`config.mk`:
```
export PLATFORM = sky130hd
export DESIGN_NAME = control_unit
export DESIGN_NICKNAME = d
export VERILOG_FILES = /design/src/rtl/cu_pkg.sv /design/src/rtl/instr_decode.sv /design/src/rtl/control_unit.sv
export SDC_FILE = /design/constraint.sdc
export NUM_CORES = 1
export LEC_CHECK = 0
export BUFFER_PORTS_ARGS = -buffer_cell sky130_fd_sc_hd__buf_2
export CORE_ASPECT_RATIO = 1.1
export CORE_MARGIN = 5
export CORE_UTILIZATION = 55
export CTS_CLUSTER_SIZE = 28
export DETAILED_ROUTE_END_ITERATION = 10
export MAX_ROUTING_LAYER = met4
export PLACE_DENSITY = 0.79
export SLEW_MARGIN = 20
export SYNTH_ARGS = -nofsm -noshare
export SYNTH_HDL_FRONTEND = slang
export SYNTH_SLANG_ARGS = --single-unit
export TNS_END_PERCENT = 100
```
`constraint.sdc`:
```
create_clock -name clk -period 5.2 [get_ports clk]
set_clock_uncertainty 0.15 [all_clocks]
set_input_delay 1.04 -clock clk [delete_from_list [all_inputs] [get_ports clk]]
set_output_delay 1.04 -clock clk [all_outputs]
set_load 0.02 [all_outputs]
```
`src/rtl/cu_pkg.sv`:
```
// Shared types and constants for the LEGv8 multi-cycle control unit:
// FSM states, instruction classes, opcode patterns and ALU function codes.
package cu_pkg;

    typedef enum logic [2:0] {
        S_IDLE,
        S_FETCH,
        S_DECODE,
        S_EXEC,
        S_MEM,
        S_HALT
    } state_e;

    typedef enum logic [3:0] {
        C_INV,
        C_ADD,
        C_SUB,
        C_AND,
        C_ORR,
        C_ADDI,
        C_LDUR,
        C_STUR,
        C_B,
        C_CBZ
    } iclass_e;

    localparam logic [10:0] OP_ADD  = 11'b10001011000;
    localparam logic [10:0] OP_SUB  = 11'b11001011000;
    localparam logic [10:0] OP_AND  = 11'b10001010000;
    localparam logic [10:0] OP_ORR  = 11'b10101010000;
    localparam logic [9:0]  OP_ADDI = 10'b1001000100;
    localparam logic [10:0] OP_LDUR = 11'b11111000010;
    localparam logic [10:0] OP_STUR = 11'b11111000000;
    localparam logic [5:0]  OP_B    = 6'b000101;
    localparam logic [7:0]  OP_CBZ  = 8'b10110100;

    localparam logic [4:0] FS_ADD   = 5'b01000;
    localparam logic [4:0] FS_SUB   = 5'b01001;
    localparam logic [4:0] FS_AND   = 5'b00000;
    localparam logic [4:0] FS_ORR   = 5'b00100;
    localparam logic [4:0] FS_PASSA = 5'b10000;

    // rd_rt carries ir[4:0]: Rd for R/I-type, Rt for D-type and CBZ.
    typedef struct packed {
        iclass_e     cls;
        logic [4:0]  rd_rt;
        logic [4:0]  rn;
        logic [4:0]  rm;
        logic [63:0] k;
        logic [63:0] br_off;
    } dec_t;

    function automatic logic [4:0] fs_of(input iclass_e cls);
        case (cls)
            C_SUB:   return FS_SUB;
            C_AND:   return FS_AND;
            C_ORR:   return FS_ORR;
            C_CBZ:   return FS_PASSA;
            default: return FS_ADD;
        endcase
    endfunction

endpackage

```
`src/rtl/instr_decode.sv`:
```
// Purely combinational decode of the instruction register into a class,
// register fields, extended immediate and byte-scaled branch offset.
module instr_decode
    import cu_pkg::*;
(
    input  logic [31:0] ir_i,
    output dec_t        dec_o
);

    iclass_e cls;

    always_comb begin
        if      (ir_i[31:21] == OP_ADD)  cls = C_ADD;
        else if (ir_i[31:21] == OP_SUB)  cls = C_SUB;
        else if (ir_i[31:21] == OP_AND)  cls = C_AND;
        else if (ir_i[31:21] == OP_ORR)  cls = C_ORR;
        else if (ir_i[31:22] == OP_ADDI) cls = C_ADDI;
        else if (ir_i[31:21] == OP_LDUR) cls = C_LDUR;
        else if (ir_i[31:21] == OP_STUR) cls = C_STUR;
        else if (ir_i[31:26] == OP_B)    cls = C_B;
        else if (ir_i[31:24] == OP_CBZ)  cls = C_CBZ;
        else                             cls = C_INV;
    end

    always_comb begin
        dec_o        = '0;
        dec_o.cls    = cls;
        dec_o.rd_rt  = ir_i[4:0];
        dec_o.rn     = ir_i[9:5];
        dec_o.rm     = ir_i[20:16];
        case (cls)
            C_ADDI:         dec_o.k = {52'b0, ir_i[21:10]};
            C_LDUR, C_STUR: dec_o.k = {{55{ir_i[20]}}, ir_i[20:12]};
            // Branch offsets are word counts; scale to bytes here.
            C_B:            dec_o.br_off = {{36{ir_i[25]}}, ir_i[25:0], 2'b00};
            C_CBZ:          dec_o.br_off = {{43{ir_i[23]}}, ir_i[23:5], 2'b00};
            default:        ;
        endcase
    end

endmodule

```
`src/rtl/control_unit.sv`:
```
// Multi-cycle LEGv8 control unit: owns the FSM, pc and instruction register,
// and drives the datapath control word from state and decoded instruction.
module control_unit
    import cu_pkg::*;
(
    input  logic        clk,
    input  logic        rst,
    input  logic        start,
    input  logic [31:0] instr,
    input  logic [4:0]  status,
    output logic [63:0] pc,
    output logic        imem_en,
    output logic        halted,
    output logic [63:0] k,
    output logic [4:0]  reg_addr,
    output logic [4:0]  a_addr,
    output logic [4:0]  b_addr,
    output logic [4:0]  fs,
    output logic        reg_w,
    output logic        b_sel,
    output logic        b_en,
    output logic        alu_en,
    output logic        mem_en,
    output logic        chip_sel,
    output logic        mem_w,
    output logic        mem_r,
    output logic        stat_en,
    output logic        c0
);

    state_e      state_q, state_d;
    logic [63:0] pc_q, pc_d;
    logic [31:0] ir_q, ir_d;
    dec_t        dec;
    logic        unused_status;

    // Only the live zero flag steers control; the other flags belong to the datapath.
    assign unused_status = ^status[4:1];

    instr_decode u_decode (
        .ir_i  (ir_q),
        .dec_o (dec)
    );

    always_ff @(posedge clk or negedge rst) begin
        if (!rst) begin
            state_q <= S_IDLE;
            pc_q    <= '0;
            ir_q    <= '0;
        end else begin
            state_q <= state_d;
            pc_q    <= pc_d;
            ir_q    <= ir_d;
        end
    end

    always_comb begin
        state_d = state_q;
        pc_d    = pc_q;
        ir_d    = ir_q;
        case (state_q)
            S_IDLE:   if (start) state_d = S_FETCH;
            S_FETCH:  state_d = S_DECODE;
            S_DECODE: begin
                ir_d    = instr;
                state_d = S_EXEC;
            end
            S_EXEC: begin
                state_d = S_FETCH;
                case (dec.cls)
                    C_INV:   state_d = S_HALT;
                    C_LDUR:  state_d = S_MEM;
                    C_B:     pc_d = pc_q + dec.br_off;
                    C_CBZ:   pc_d = status[0] ? pc_q + dec.br_off : pc_q + 64'd4;
                    default: pc_d = pc_q + 64'd4;
                endcase
            end
            S_MEM: begin
                pc_d    = pc_q + 64'd4;
                state_d = S_FETCH;
            end
            S_HALT:   state_d = S_HALT;
            default:  state_d = S_IDLE;
        endcase
    end

    always_comb begin
        imem_en  = 1'b0;
        k        = '0;
        reg_addr = '0;
        a_addr   = '0;
        b_addr   = '0;
        fs       = '0;
        reg_w    = 1'b0;
        b_sel    = 1'b0;
        b_en     = 1'b0;
        alu_en   = 1'b0;
        mem_en   = 1'b0;
        chip_sel = 1'b0;
        mem_w    = 1'b0;
        mem_r    = 1'b0;
        stat_en  = 1'b0;
        c0       = 1'b0;
        case (state_q)
            S_FETCH: imem_en = 1'b1;
            S_EXEC: begin
                case (dec.cls)
                    C_ADD, C_SUB, C_AND, C_ORR, C_ADDI: begin
                        a_addr   = dec.rn;
                        b_addr   = dec.rm;
                        b_sel    = (dec.cls == C_ADDI);
                        k        = dec.k;
                        fs       = fs_of(dec.cls);
                        alu_en   = 1'b1;
                        reg_w    = 1'b1;
                        reg_addr = dec.rd_rt;
                        stat_en  = 1'b1;
                        c0       = (dec.cls == C_SUB);
                    end
                    C_STUR: begin
                        a_addr = dec.rn;
                        b_addr = dec.rd_rt;
                        b_sel  = 1'b1;
                        k      = dec.k;
                        fs     = FS_ADD;
                        mem_en = 1'b1;
                        b_en   = 1'b1;
                        mem_w  = 1'b1;
                    end
                    C_LDUR: begin
                        a_addr = dec.rn;
                        b_sel  = 1'b1;
                        k      = dec.k;
                        fs     = FS_ADD;
                        mem_en = 1'b1;
                        mem_r  = 1'b1;
                    end
                    C_CBZ: begin
                        a_addr = dec.rd_rt;
                        fs     = FS_PASSA;
                    end
                    default: ;
                endcase
            end
            // Load write-back: address held so the memory keeps driving the bus.
            S_MEM: begin
                a_addr   = dec.rn;
                b_sel    = 1'b1;
                k        = dec.k;
                fs       = FS_ADD;
                mem_en   = 1'b1;
                mem_r    = 1'b1;
                chip_sel = 1'b1;
                reg_w    = 1'b1;
                reg_addr = dec.rd_rt;
            end
            default: ;
        endcase
    end

    assign pc     = pc_q;
    assign halted = (state_q == S_HALT);

endmodule

```
### After elaboration in Yosys (flattened, before gate mapping)

Cells that the tools add are included.

* bits in registers: 99
* input port bits: 40
* output and inout bits: 160
* logic and storage cells: 81

* add/sub/neg operators: 2
* eq/ne operators: 25
* mux-type cells: 43
* reductions and logical operators: 8

Operator list (count)
* $pmux 64 s2: 4
* $pmux 64 s3: 1
* $mux 64: 2
* $eq 11x11->1 const B: 6
* $add 64x3->64 const B: 1
* $add 64x64->64: 1
* $pmux 5 s2: 5
* $mux 4: 9
* $pmux 3 s6: 1
* $eq 4x3->1 const B: 4
* $pmux 5 s3: 1
* $pmux 4 s3: 1
* $eq 10x10->1 const B: 1
* $mux 1: 10
* $mux 5: 2
* $pmux 1 s2: 5
* $eq 4x2->1 const B: 2
* $eq 4x4->1 const B: 2
* $eq 8x8->1 const B: 1
* $reduce_or 7->1: 1
* $eq 3x2->1 const B: 2
* $eq 3x3->1 const B: 2
* $eq 6x3->1 const B: 1
* $pmux 3 s2: 1
* other kinds (10): 12

### Logic depth before layout (Yosys ltp)

* depth after elaboration: 16
* mapped depth: 18
* mapped depth without buffers: 16

### Modules after synthesis

A second synthesis with hierarchy kept.

* cells, all modules: 1487
* area, all modules: 11479.8 sq um

By module, submodules not included
* control_unit: instances 1, cells each 1308, area each 10059.6 sq um, sequential area each 2477.4 sq um
* instr_decode: instances 1, cells each 179, area each 1420.1 sq um, sequential area each 0.0 sq um

### Least setup slack after synthesis

OpenSTA, ideal clock, no wires.

* path type: register -> register
* from: register ir_q[30]
* to: register pc_q[58], in the netlist pc[58]
* library setup time: 77 ps
* arrival: 4565 ps
* data required time: 4973 ps
* slack: 408 ps
* stages on the path, launching flop included: 18
* path buffers: 2
* cells stage by stage: dfrtp_1 or4bb_1 nor3_2 buf_2 nand2_1 nand2_1 ha_1 clkbuf_1 a21oi_1 o21ai_0 nand2_1 o211ai_1 a2111oi_0 o21ai_0 nor2b_1 or4b_1 xnor2_1 a21oi_1

* cells in the longest elaborated chain, start to end: 16
* elaborated cells on any way between the ends: 30

RTL lines
* start: declaration: RTL line control_unit.sv:33 `logic [31:0] ir_q, ir_d;`
* start signal: assignment: RTL line control_unit.sv:53 `ir_q <= ir_d;`
* $eq 8x8->1: RTL line instr_decode.sv:21 `else if (ir_i[31:24] == OP_CBZ) cls = C_CBZ;`
* $mux 4: RTL line instr_decode.sv:21
* $mux 4: RTL line instr_decode.sv:20 `else if (ir_i[31:26] == OP_B) cls = C_B;`
* $mux 4: RTL line instr_decode.sv:19 `else if (ir_i[31:21] == OP_STUR) cls = C_STUR;`
* $mux 4: RTL line instr_decode.sv:18 `else if (ir_i[31:21] == OP_LDUR) cls = C_LDUR;`
* $mux 4: RTL line instr_decode.sv:17 `else if (ir_i[31:22] == OP_ADDI) cls = C_ADDI;`
* $mux 4: RTL line instr_decode.sv:16 `else if (ir_i[31:21] == OP_ORR) cls = C_ORR;`
* $mux 4: RTL line instr_decode.sv:15 `else if (ir_i[31:21] == OP_AND) cls = C_AND;`
* $mux 4: RTL line instr_decode.sv:14 `else if (ir_i[31:21] == OP_SUB) cls = C_SUB;`
* $mux 4 *: RTL line instr_decode.sv:13 `if (ir_i[31:21] == OP_ADD) cls = C_ADD;`
* $eq 4x4->1: RTL line instr_decode.sv:31, control_unit.sv:70
* $pmux 64 s2: RTL line instr_decode.sv:31 `case (cls)`
* $add 64x64->64: RTL line control_unit.sv:73, control_unit.sv:74
* $mux 64: RTL line control_unit.sv:74 `C_CBZ: pc_d = status[0] ? pc_q + dec.br_off : pc_q + 64'd4;`
* $pmux 64 s3: RTL line control_unit.sv:70 `case (dec.cls)`
* $pmux 64 s2: RTL line control_unit.sv:61 `case (state_q)`
* end signal: assignment: RTL line control_unit.sv:52 `pc_q <= pc_d;`
* end: declaration: RTL line control_unit.sv:32 `logic [63:0] pc_q, pc_d;`

Every way passes the cells marked *; elsewhere a longest branch is shown, timed or not.
A chain may end at the register's enable or synchronous reset.

### Final worst setup path

* from: register ir_q[30]
* to: register pc_q[61], in the netlist pc[61]

The elaborated chain is that of the path after synthesis.

==> results.yml <==
drt:
  drtIter0Drc: 1044
  wirelength_mm: 34.6
  ant_nets: 0
  vias: 11200
  vias_per_cell: 6.46
  dr.pass1.iters: 6
  drc: 0
  wl_per_cell_um: 20.0
power:
  ir_worst_vdd_v: 0.000228
  leakage_nw: 5.40
  pwr_density_cell_nw_per_um2: 346
grt:
  grt_max_degree: 59
  antenna_found_initial: 0
  grt_pass1_vias: 10500
  grt_usage_pct: 31.2
  overflow: 0
  grt_pass1_wl_mm: 54.5
yosys:
  synth_area_um2: 10500
  synth-edff-count: 0
  synth_cells: 1375
  ys_types: 97
  seq_area_frac_synth_pct: 23.1
  ys.warnings.count: 0
  synth-seq-cells: 97
  avgSynthCellArea_um2: 7.64
  async_reset_ff_share_pct: 100
  synth_flop_cell: "dfrtp_1"
floorplan:
  rows: 53
  die_h_um: 155
  start_util_pct: 55.4
  io-pin-count: 200
  chipWidth_um: 142
  core-area_um2: 19000
  die_area_um2: 22000
final_layout:
  seqCellArea_um2: 2430
  area_growth_syn_to_layout_pct: 10.4
  nFillCells: 1810
  multiInputGateArea_um2: 7300
  final_nets: 1583
  drive_above_1_share_pct: 20.5
  antenna_cells: 0
  final_util_pct: 61.2
clock_network:
  ctsHoldBuffers: 0
  worstSkewPairLatency_ns: 0.37
  numCtsBuffers: 9
  cts.sinks: 97
  cts_root_buffer: "clkbuf_16"
  cts_max_path_buffers: 2
  cts_tree: "done"
  clk_pin_slew_ns: 0.08
  cts.htree.levels: 3
timing:
  fmax_mhz: 203
  hold_viol: 0
  holdWs_ns: 0.425
  tightest_slew_ns: 0.946
  post-route-period-util_pct: 94.5
  tns_ns: 0
  rsz0062_at_grt: "false"
  maxSlewHeadroom_pct: 36.4
  drv_slew: 0
  report.final.setup_viol: 0
  fin_crit_ns: 4.91
critical_path:
  required_ns: 5.31
  path_max_fanout: 17
  ff2ff_path_depth: 16
  regToRegSetupSlack_ns: 0.29
  worstSetupStartpointType: "flop"
  worstSetupPathType: "flop to flop"
  end_kind: "flop"
  arrival_ns: 5.03
placed_design:
  dp_hpwl_mm: 25.9
  numPortBuffers: 192
  place.gp.congestion: 1.03
hold_path:
  hold_path_depth: 1
  min_path_type: "flop to flop"
run:
  cap_violations: 0
status:
  status: "finished, final reports clean"
==> repair_timing <==
action,CTS,global route
buffers inserted,0,1
resized for setup,0,3
setup endpoints to repair,0,5
==> metrics by stage <==
stage | power [W] | cell area [um2] | setup WS (ns) | std cells
floorplan | 0.00266 | 10500 | 0.408 | 1377
global placement | 0.00323 | 11300 | 0.316 | 1715
detailed placement | 0.00327 | 11300 | 0.246 | 1715
CTS | 0.00399 | 11600 | 0.210 | 1731
global route | 0.00425 | 11600 | 0.0107 | 1732
finish | 0.00402 | 11600 | 0.286 | 1732
==> cell families (layout without fill, tap and decap cells) <==
kind of cell / after synthesis / count (layout) / synth area share (%)
xor+xnor: 58 / 58 / 4.83
simple gates: 486 / 486 / 23.5
mux: 37 / 37 / 3.92
fa+ha+maj: 63 / 63 / 7.57
compound gates: 480 / 480 / 29.2
other cells: 1 / 3 / 0.0357
buf+inv: 153 / 261 / 7.81
flops: 97 / 97 / 23.1
==> worst max-delay path: stages (launching register included) <==
cell	delay, ns
dfrtp_1	0.46
or4bb_1	0.61
nor2_2	0.25
buf_4	0.26
a22oi_1	0.16
inv_1	0.09
ha_1	0.24
a211oi_1	0.34
o21ai_0	0.21
a31o_2	0.32
a21oi_2	0.34
nor4b_1	0.12
a211o_1	0.34
a21oi_2	0.27
o31ai_1	0.13
xor2_1	0.16
a221o_1	0.35
==> synthesized netlist by cell type, drive strengths merged, types with 13 or more instances <==
master / instances / area share (%)
a22o: 28 / 2.3
ha: 62 / 7.4
nand2: 140 / 5.1
clkbuf: 48 / 1.7
a21o: 35 / 2.5
nor3: 36 / 1.8
and2: 13 / 0.77
xnor2: 29 / 2.4
o21ai: 116 / 5.6
and3: 18 / 1.1
xor2: 29 / 2.4
o21bai: 17 / 1.3
nor2b: 19 / 1.1
nand3: 55 / 2.6
nand2b: 14 / 0.83
a21oi: 162 / 7.8
inv: 27 / 0.96
nor4: 13 / 1.0
buf: 78 / 5.1
nor2: 100 / 3.7
a211oi: 15 / 1.2
mux2: 33 / 3.5
nand4: 37 / 2.2
dfrtp: 97 / 23
==> placed cells by master (no fill, tap or decap), types with 13 or more instances in the layout <==
cell      synthesis  layout
buf_2            17     191
a21oi_1         160     160
nand2_1         137     136
o21ai_0          99      99
dfrtp_1          97      97
nor2_1           96      96
ha_1             62      62
nand3_1          55      55
nand4_1          37      37
a21o_1           35      35
nor3_1           34      34
mux2_2           32      32
xor2_1           29      29
xnor2_1          29      29
a22o_1           28      28
inv_1            27      27
buf_4            56      27
nor2b_1          19      19
and3_1           18      18
o21bai_1         16      16
o21ai_1          15      15
nand2b_1         14      14
a211oi_1         14      14
and2_1           13      13
==> sequential cells by signal, summed over array words and instances, names as in the netlist <==
name and flops:
ir_q 32, state_q 3, pc 62
==> worst paths after layout <==
path / start / to
setup / recovery: ir_q[30] / pc[61]
hold / removal: ir_q[26] / ir_q[26]
setup reg to reg: ir_q[30] / pc[61]
hold reg to reg: ir_q[26] / ir_q[26]
max in group asynchronous: rst / pc[23]
min in group asynchronous: rst / pc[60]
==> area by class of cell <==
class | instances | area share, %
multi-input combinational | 1127 | 62.9
sequential | 97 | 20.9
timing repair buffer | 218 | 9.98
tap | 247 | 2.66
clock buffer | 9 | 1.94
inverter | 27 | 0.873
clock inverter | 7 | 0.701
==> per-layer routing <==
layer,global-route usage (%),share of wire (%),vias to the layer above
met4,13.2,4.0,0
met2,50.0,48,513
met1,38.7,41,5289
met3,5.69,7.5,98
li1,-,-,5286
met5,-,0,-
==> where the power goes <==
group | switching (W) | internal [W]
registers | 0.000447 | 0.000996
logic | 0.00113 | 0.000724
clock network | 0.000375 | 0.000344
No activity file was read; power rests on OpenSTA's default activity.
